`config.mk`:
```
export PLATFORM = sky130hd
export DESIGN_NAME = down_counter_timer
export DESIGN_NICKNAME = d
export VERILOG_FILES = /design/src/rtl/counter_pkg.sv /design/src/rtl/down_counter_timer.sv
export SDC_FILE = /design/constraint.sdc
export NUM_CORES = 1
export LEC_CHECK = 0
export BUFFER_PORTS_ARGS = -buffer_cell sky130_fd_sc_hd__buf_2
export CAP_MARGIN = 20
export CORE_MARGIN = 5
export CORE_UTILIZATION = 53
export CTS_CLUSTER_SIZE = 10
export DETAILED_ROUTE_END_ITERATION = 12
export GPL_TIMING_DRIVEN = 0
export MAX_ROUTING_LAYER = met4
export PLACE_DENSITY = 0.8
export SLEW_MARGIN = 30
export SYNTH_ARGS = -nofsm -noshare
export SYNTH_HDL_FRONTEND = slang
export SYNTH_SLANG_ARGS = --single-unit
```
`constraint.sdc`:
```
create_clock -name clk -period 2 [get_ports clk]
set_input_delay 0.1 -clock clk [delete_from_list [all_inputs] [get_ports clk]]
set_output_delay 0.1 -clock clk [all_outputs]
set_load 0.005 [all_outputs]
```
`src/rtl/counter_pkg.sv`:
```
// Shared definitions for the up and down counter family: state encodings
// and the default counter width.
package counter_pkg;

  // Default counter width shared by the counter blocks.
  localparam int COUNTER_WIDTH = 4;

  // Two-bit state encoding for the timer control.
  typedef logic [1:0] state_t;

  localparam state_t ST_IDLE = 2'd0;
  localparam state_t ST_RUN  = 2'd1;
  localparam state_t ST_DONE = 2'd2;

endpackage : counter_pkg

```
`src/rtl/down_counter_timer.sv`:
```
// Loadable down-counter/timer. A start value is accepted through a
// valid/ready handshake and counted down to zero while en is high. Reaching
// zero raises a one-cycle terminal-count pulse. In auto-reload mode the
// counter restarts from the loaded period instead of stopping, giving a
// periodic tick.
module down_counter_timer
  import counter_pkg::*;
#(
  parameter int WIDTH = COUNTER_WIDTH
) (
  input  logic             clk,
  input  logic             rst,
  input  logic             load_valid,
  input  logic [WIDTH-1:0] load_value,
  input  logic             auto_reload,
  input  logic             en,
  input  logic             abort,
  output logic             load_ready,
  output logic [WIDTH-1:0] count,
  output logic             busy,
  output logic             done,
  output logic             tc
);

  localparam logic [WIDTH-1:0] ZERO = '0;
  localparam logic [WIDTH-1:0] ONE  = WIDTH'(1);

  state_t           state;
  logic [WIDTH-1:0] reload_reg;
  logic             mode_reg;
  logic             load_accept;

  // A new value can be taken whenever no count is in progress.
  assign load_ready  = (state == ST_IDLE) || (state == ST_DONE);
  assign load_accept = load_valid && load_ready;

  // Control state, count/reload datapath and registered status flags.
  // busy/done are written alongside every state change so they always
  // reflect the state the counter is in on the following cycle.
  // NOTE: every register here uses <= so all updates read pre-edge values;
  // a blocking '=' would let count see its own new value within the edge.
  always_ff @(posedge clk) begin
    if (rst) begin
      state      <= ST_IDLE;
      count      <= ZERO;
      reload_reg <= ZERO;
      mode_reg   <= 1'b0;
      busy       <= 1'b0;
      done       <= 1'b0;
      tc         <= 1'b0;
    end else if (abort) begin
      // Cancel overrides any pending load or count; the period is kept.
      state <= ST_IDLE;
      count <= ZERO;
      busy  <= 1'b0;
      done  <= 1'b0;
      tc    <= 1'b0;
    end else begin
      // tc is a pulse: cleared unless a terminal count happens this edge.
      tc <= 1'b0;
      unique case (state)
        ST_IDLE, ST_DONE: begin
          if (load_accept) begin
            if (load_value == ZERO) begin
              // A zero period finishes immediately; auto_reload is ignored.
              state <= ST_DONE;
              count <= ZERO;
              busy  <= 1'b0;
              done  <= 1'b1;
              tc    <= 1'b1;
            end else begin
              state      <= ST_RUN;
              count      <= load_value;
              reload_reg <= load_value;
              mode_reg   <= auto_reload;
              busy       <= 1'b1;
              done       <= 1'b0;
            end
          end
        end

        ST_RUN: begin
          if (en) begin
            if (count == ONE) begin
              tc <= 1'b1;
              if (mode_reg) begin
                // Periodic mode: restart so the period is reload_reg cycles.
                count <= reload_reg;
              end else begin
                state <= ST_DONE;
                count <= ZERO;
                busy  <= 1'b0;
                done  <= 1'b1;
              end
            end else begin
              // count is at least 2 here, so this never wraps.
              count <= count - ONE;
            end
          end
        end

        default: begin
          // Unused encoding: recover to a clean idle state.
          state <= ST_IDLE;
          count <= ZERO;
          busy  <= 1'b0;
          done  <= 1'b0;
        end
      endcase
    end
  end

endmodule : down_counter_timer

```
Yosys cells after proc, flatten, opt, wreduce, memory -nomap -nowiden
Cells that the tools add are included.
{"block": "word_totals", "reg_bits": 14, "latch_bits": 0, "ramBits": 0, "mem_bits_ro": 0, "in_bits": 10, "output_inout_bits": 8, "elab_cells": 54, "memories": 0}
{"block": "classes", "addsub": 1, "multipliers": 0, "div_mod_pow": 0, "magnitude_cmp": 0, "n_eq_ne": 7, "n_shift": 0, "mux": 28, "bitwise": 2, "n_reduce_logical": 9}
{"cell": "two-way mux 4 bit", "n": 5}
{"cell": "two-way mux 1 bit", "n": 13}
{"cell": "two-way mux 2 bit", "n": 5}
{"cell": "!= test 2 bit (second input constant)", "n": 4}
{"cell": "case mux 4 bit (2 select lines)", "n": 1}
{"cell": "AND reduction 4 bit", "n": 2}
{"cell": "case mux 1 bit (2 select lines)", "n": 3}
{"cell": "== test 4 x 1 -> 1 bit (second input constant)", "n": 1}
{"cell": "zero test 4 bit", "n": 1}
{"cell": "case mux 2 bit (2 select lines)", "n": 1}
{"cell": "OR reduction 2 bit", "n": 2}
{"cell": "subtractor 4 x 1 -> 4 bit (second input constant)", "n": 1}
{"cell": "== test 2 x 1 -> 1 bit (second input constant)", "n": 1}
{"cell": "== test 2 bit (second input constant)", "n": 1}
{"cell": "zero test 2 bit", "n": 1}
{"cell": "inverter 1 bit", "n": 2}
{"cell": "AND reduction 2 bit", "n": 1}
{"cell": "logical AND 1 bit", "n": 1}
{"cell": "logical OR 1 bit", "n": 1}

Logic depth before layout (Yosys ltp)
{"block": "logic_depth", "depth_word": 5, "ltp_mapped": 6, "ltp_nobuf": 6}

Worst setup path after synthesis
Ideal clock, no wire load.
{"block": "synth_timing", "path_type": "flip-flop to flip-flop", "startpoint": "reg count[1]", "endpoint": "reg count[0]", "setup_time_ps": 74, "t_arrival_ps": 1281, "required_time_ps": 1926, "path_slack_ps": 645, "path_stages_with_launch": 7, "path_buffers": 0, "synth_period_minus_slack_ps": 1355, "cell_sequence": "dfxtp_1 > inv_1 > ha_1 > nand2b_1 > nor2_1 > or3_1 > a31oi_1"}
{"block": "synth_between", "elab_chain_len": 4}
{"item": "from (decl)", "line": "down_counter_timer.sv:19", "source": "output logic [WIDTH-1:0] count,"}
{"item": "from (signal assigned)", "line": "down_counter_timer.sv:73", "source": "count <= load_value;"}
{"item": "from (signal assigned)", "line": "down_counter_timer.sv:88", "source": "count <= reload_reg;"}
{"item": "from (signal assigned)", "line": "down_counter_timer.sv:97", "source": "count <= count - ONE;"}
{"item": "== test 4 x 1 -> 1 bit", "line": "down_counter_timer.sv:84", "source": "if (count == ONE) begin"}
{"item": "two-way mux 4 bit", "line": "down_counter_timer.sv:84"}
{"item": "two-way mux 4 bit", "line": "down_counter_timer.sv:83", "source": "if (en) begin"}
{"item": "case mux 4 bit (2 select lines)", "line": "down_counter_timer.sv:61", "source": "unique case (state)"}
No other way between the ends. The select of a mux whose other input is x is not followed.
A chain may end at the register's enable or synchronous reset.

Worst setup path after layout
{"block": "layout_timing", "startpoint": "reg count[1]", "endpoint": "reg count[1]"}
{"block": "layout_between", "elab_chain_len": 4, "elab_cells_between_ends": 5, "classes_between": "1 x add/sub; 1 x eq/ne; 3 x mux"}
{"item": "subtractor 4 x 1 -> 4 bit or == test 4 x 1 -> 1 bit (tied branches)", "line": "down_counter_timer.sv:97, down_counter_timer.sv:84"}
{"item": "two-way mux 4 bit (*)", "line": "down_counter_timer.sv:84"}
{"item": "two-way mux 4 bit (*)", "line": "down_counter_timer.sv:83"}
{"item": "case mux 4 bit (2 select lines) (*)", "line": "down_counter_timer.sv:61"}
Mark *: on every way between the ends. The rest lies on a longest branch, timed or not. The select of a mux whose other input is x is not followed.

==> metrics.csv <==
stage,metric,value,unit
status,status,"complete, no violations",
drt,wl_per_cell,13.1,um
power_and_ir_drop,comb_power_share,17.1,%
grt,overflow,0,
setup_path,r2r_end,count[1],
yosys,synth.top_cells.by_area,"dfxtp_1, o21ai_0, nor2_1",
setup_path,reg2reg_from,count[1],
setup_path,worstSetupEndpoint,count[1],
timing,fin_crit_sh,73.5,%
clocking,cts_tree,built,
setup_path,worst_path_max_delay_cell,dfxtp_1,
timing,worstMarginPinSlew,0.499,ns
hold_path,hold_class,input pin to flip-flop,
setup_path,crit_type,flip-flop to flip-flop,
yosys,ys_warn_count,0,
power_and_ir_drop,p_sw_share,28.5,%
placed_design,portBuffers,17,
floorplan,rows,13,
yosys,async_reset_ff_share,0,%
drt,num_vias,675,
yosys,syn-num-nets,93,
clocking,clk_pin_slew,0.08,ns
yosys,synth_top_cell_area_share,36.7,%
flow_run,maxCapViolations,0,
grt,grt_max_degree,11,
drt,drtIter0Drc,21,
setup_path,crit_cells,6,
timing,slew_headroom,66.6,%
drt,dr.pass1.iters,4,
clocking,clockBufferDepth,2,
power_and_ir_drop,worst_ir_drop_vdd,0.581,mV
grt,grt_pass1_vias,582,
power_and_ir_drop,switching_power,0.155,mW
timing,rsz0062_at_grt,no,
setup_path,slowest_delay,0.36,ns
clocking,postCtsHoldBufs,0,
power_and_ir_drop,cellLeakagePower,0.351,nW
yosys,synth.distinct_cells,30,
clocking,cts_buffers,3,
floorplan,core,1280,um2
placed_design,gp_congestion,0.801,
timing,hold_viol,0,
power_and_ir_drop,p_per_area,646,nW/um2
grt,groute.usage.overall,17.6,%
clocking,post_cts_buffers,0,
setup_path,reg2reg_depth,6,
floorplan,die-area,2170,um2
drt,viasPerCell,5.77,
timing,setup_viol,0,
drt,wl,1530,um
yosys,synth_edf_count,0,
floorplan,io_pins,18,
setup_path,crit_required,2.22,ns
timing,final.setup.tns,0,ns
clocking,worstSkewPairLatency,0.29,ns
timing,setup_ws,0.529,ns
yosys,synth_most_common_cell,dfxtp_1,
yosys,synth_cells,81,
setup_path,endpoint_kind,flip-flop,
setup_path,critPathTopFamily,simple AND/OR/NAND/NOR gates,
grt,antenna_found_initial,0,
timing,worst_hold_slack,0.0438,ns
clocking,cts_resized,0,
yosys,yosysSeqAreaShare,36.7,%
finish,fill_cells,113,
setup_path,setup.worst_path.start,count[1],
setup_path,crit_fanout,4,
setup_path,reg2reg_slack,0.53,ns
floorplan,die_height,46.6,um
placed_design,post-dp-hpwl,1190,um
yosys,synth_area,709,um2
timing,fmax,680,MHz
yosys,synth_common_cells,"dfxtp_1, o21ai_0, nor2_1",
finish,syn_to_final_growth,18.5,%
setup_path,critPathLaunchType,flip-flop,
setup_path,arrival,1.69,ns
timing,post-route-min-period,1.47,ns
setup_path,critPathBufInv,1,
placed_design,dp_cells,113,
finish,stdcell_count,117,
finish,final_net_count,115,
power_and_ir_drop,power_frac_seq,51.9,%
yosys,syn_area_per_cell,8.76,um2
finish,drive_gt1_share,31.4,%
clocking,cts-root-buf,clkbuf_4,
clocking,htreeDepth,1,
floorplan,die_w,46.6,um
drt,drc,0,
yosys,yosys_register_bits,13,
drt,ant_nets,0,
power_and_ir_drop,p_clk_share,31.0,%
clocking,clock_sinks,13,
power_and_ir_drop,p_int,0.388,mW
grt,grt_pass1_wl,2560,um
timing,final.setup_skew,0.00395,ns
yosys,synthFlopType,dfxtp_1,
finish,antennaDiodeCount,0,
floorplan,initial_core_util,55.2,%
setup_path,crit_chain,inv_1 -> ha_1 -> nand2b_1 -> nor2_1 -> or3_1 -> a31oi_1,
yosys,yosysTopAreaCell,dfxtp_1,
placed_design,place_ws,0.551,ns
timing,slew_viol_final,0,
metal layers:
| metal | share of wire [%] | vias up | track usage (%) | wire [um] |
|---|---|---|---|---|
| met5 | 0 | - | - | 0 |
| met4 | 2.5 | 0 | 10.2 | 38 |
| met3 | 5.6 | 5 | 4.69 | 85 |
| met2 | 48 | 20 | 25.8 | 732 |
| met1 | 44 | 305 | 21.3 | 674 |
| li1 | - | 345 | - | - |
kinds of logic (layout without fill, tap and decap cells):
logic type	Yosys count	after routing	synth area share [%]
AO/OA/AOI/OAI	26	26	24.7
adder cells (fa/ha/maj)	2	2	3.53
buffers and inverters	5	26	3.88
flip-flops	13	13	36.7
multiplexers	2	2	3.00
AND/OR/NAND/NOR	33	33	28.2
cell usage in the layout, fill, tap and decap left out, types with 3 or more instances in the layout:
| master | n |
|---|---|
| nand2b_1 | 3 |
| a21oi_1 | 5 |
| inv_1 | 3 |
| nand3_1 | 4 |
| nand2_1 | 6 |
| or3_1 | 4 |
| a31oi_1 | 3 |
| dfxtp_1 | 13 |
| clkbuf_4 | 3 |
| o21ai_0 | 9 |
| nor2_1 | 7 |
| buf_2 | 18 |
power by group through the flow:
| stage | clock network, mW | registers [mW] | logic [mW] |
|---|---|---|---|
| 2_1_floorplan | 0 | 0.286 | 0.0578 |
| 3_3_place_gp | 0 | 0.287 | 0.0914 |
| 3_5_place_dp | 0 | 0.288 | 0.0929 |
| 4_1_cts | 0.172 | 0.282 | 0.0932 |
| 5_1_grt | 0.189 | 0.284 | 0.105 |
| 6_report | 0.168 | 0.282 | 0.0930 |
worst min-delay path by stage:
stage                    end  slack, ns  cells after the start   startpoint
6_report                done       0.04                      2        abort
5_1_grt                 done       0.05                      2        abort
4_1_cts                 done       0.04                      2        abort
3_5_place_dp        mode_reg       0.34                      3  auto_reload
3_3_place_gp        mode_reg       0.34                      3  auto_reload
2_1_floorplan  reload_reg[0]       0.17                      1          rst
area by class of cell:
type                    count  area (um2)  area share [%]
plain buffers               2        16.3            1.93
clock buffers               3        22.5            2.68
clock inverters             1        5.00           0.595
inverters                   3        11.3            1.34
multi-input cells          63         422            50.1
flip-flops and latches     13         260            31.0
well taps                  15        18.8            2.23
repair buffers             17        85.1            10.1
metrics by stage:
stage	utilization (%)	cell area, um2	power [mW]
2_1_floorplan	-	709	0.344
3_5_place_dp	63.3	813	0.381
3_3_place_gp	63.3	813	0.379
5_1_grt	65.4	841	0.578
6_report	65.4	841	0.543
4_1_cts	65.4	841	0.547
Note: power is estimated with default switching activity, not from simulation.
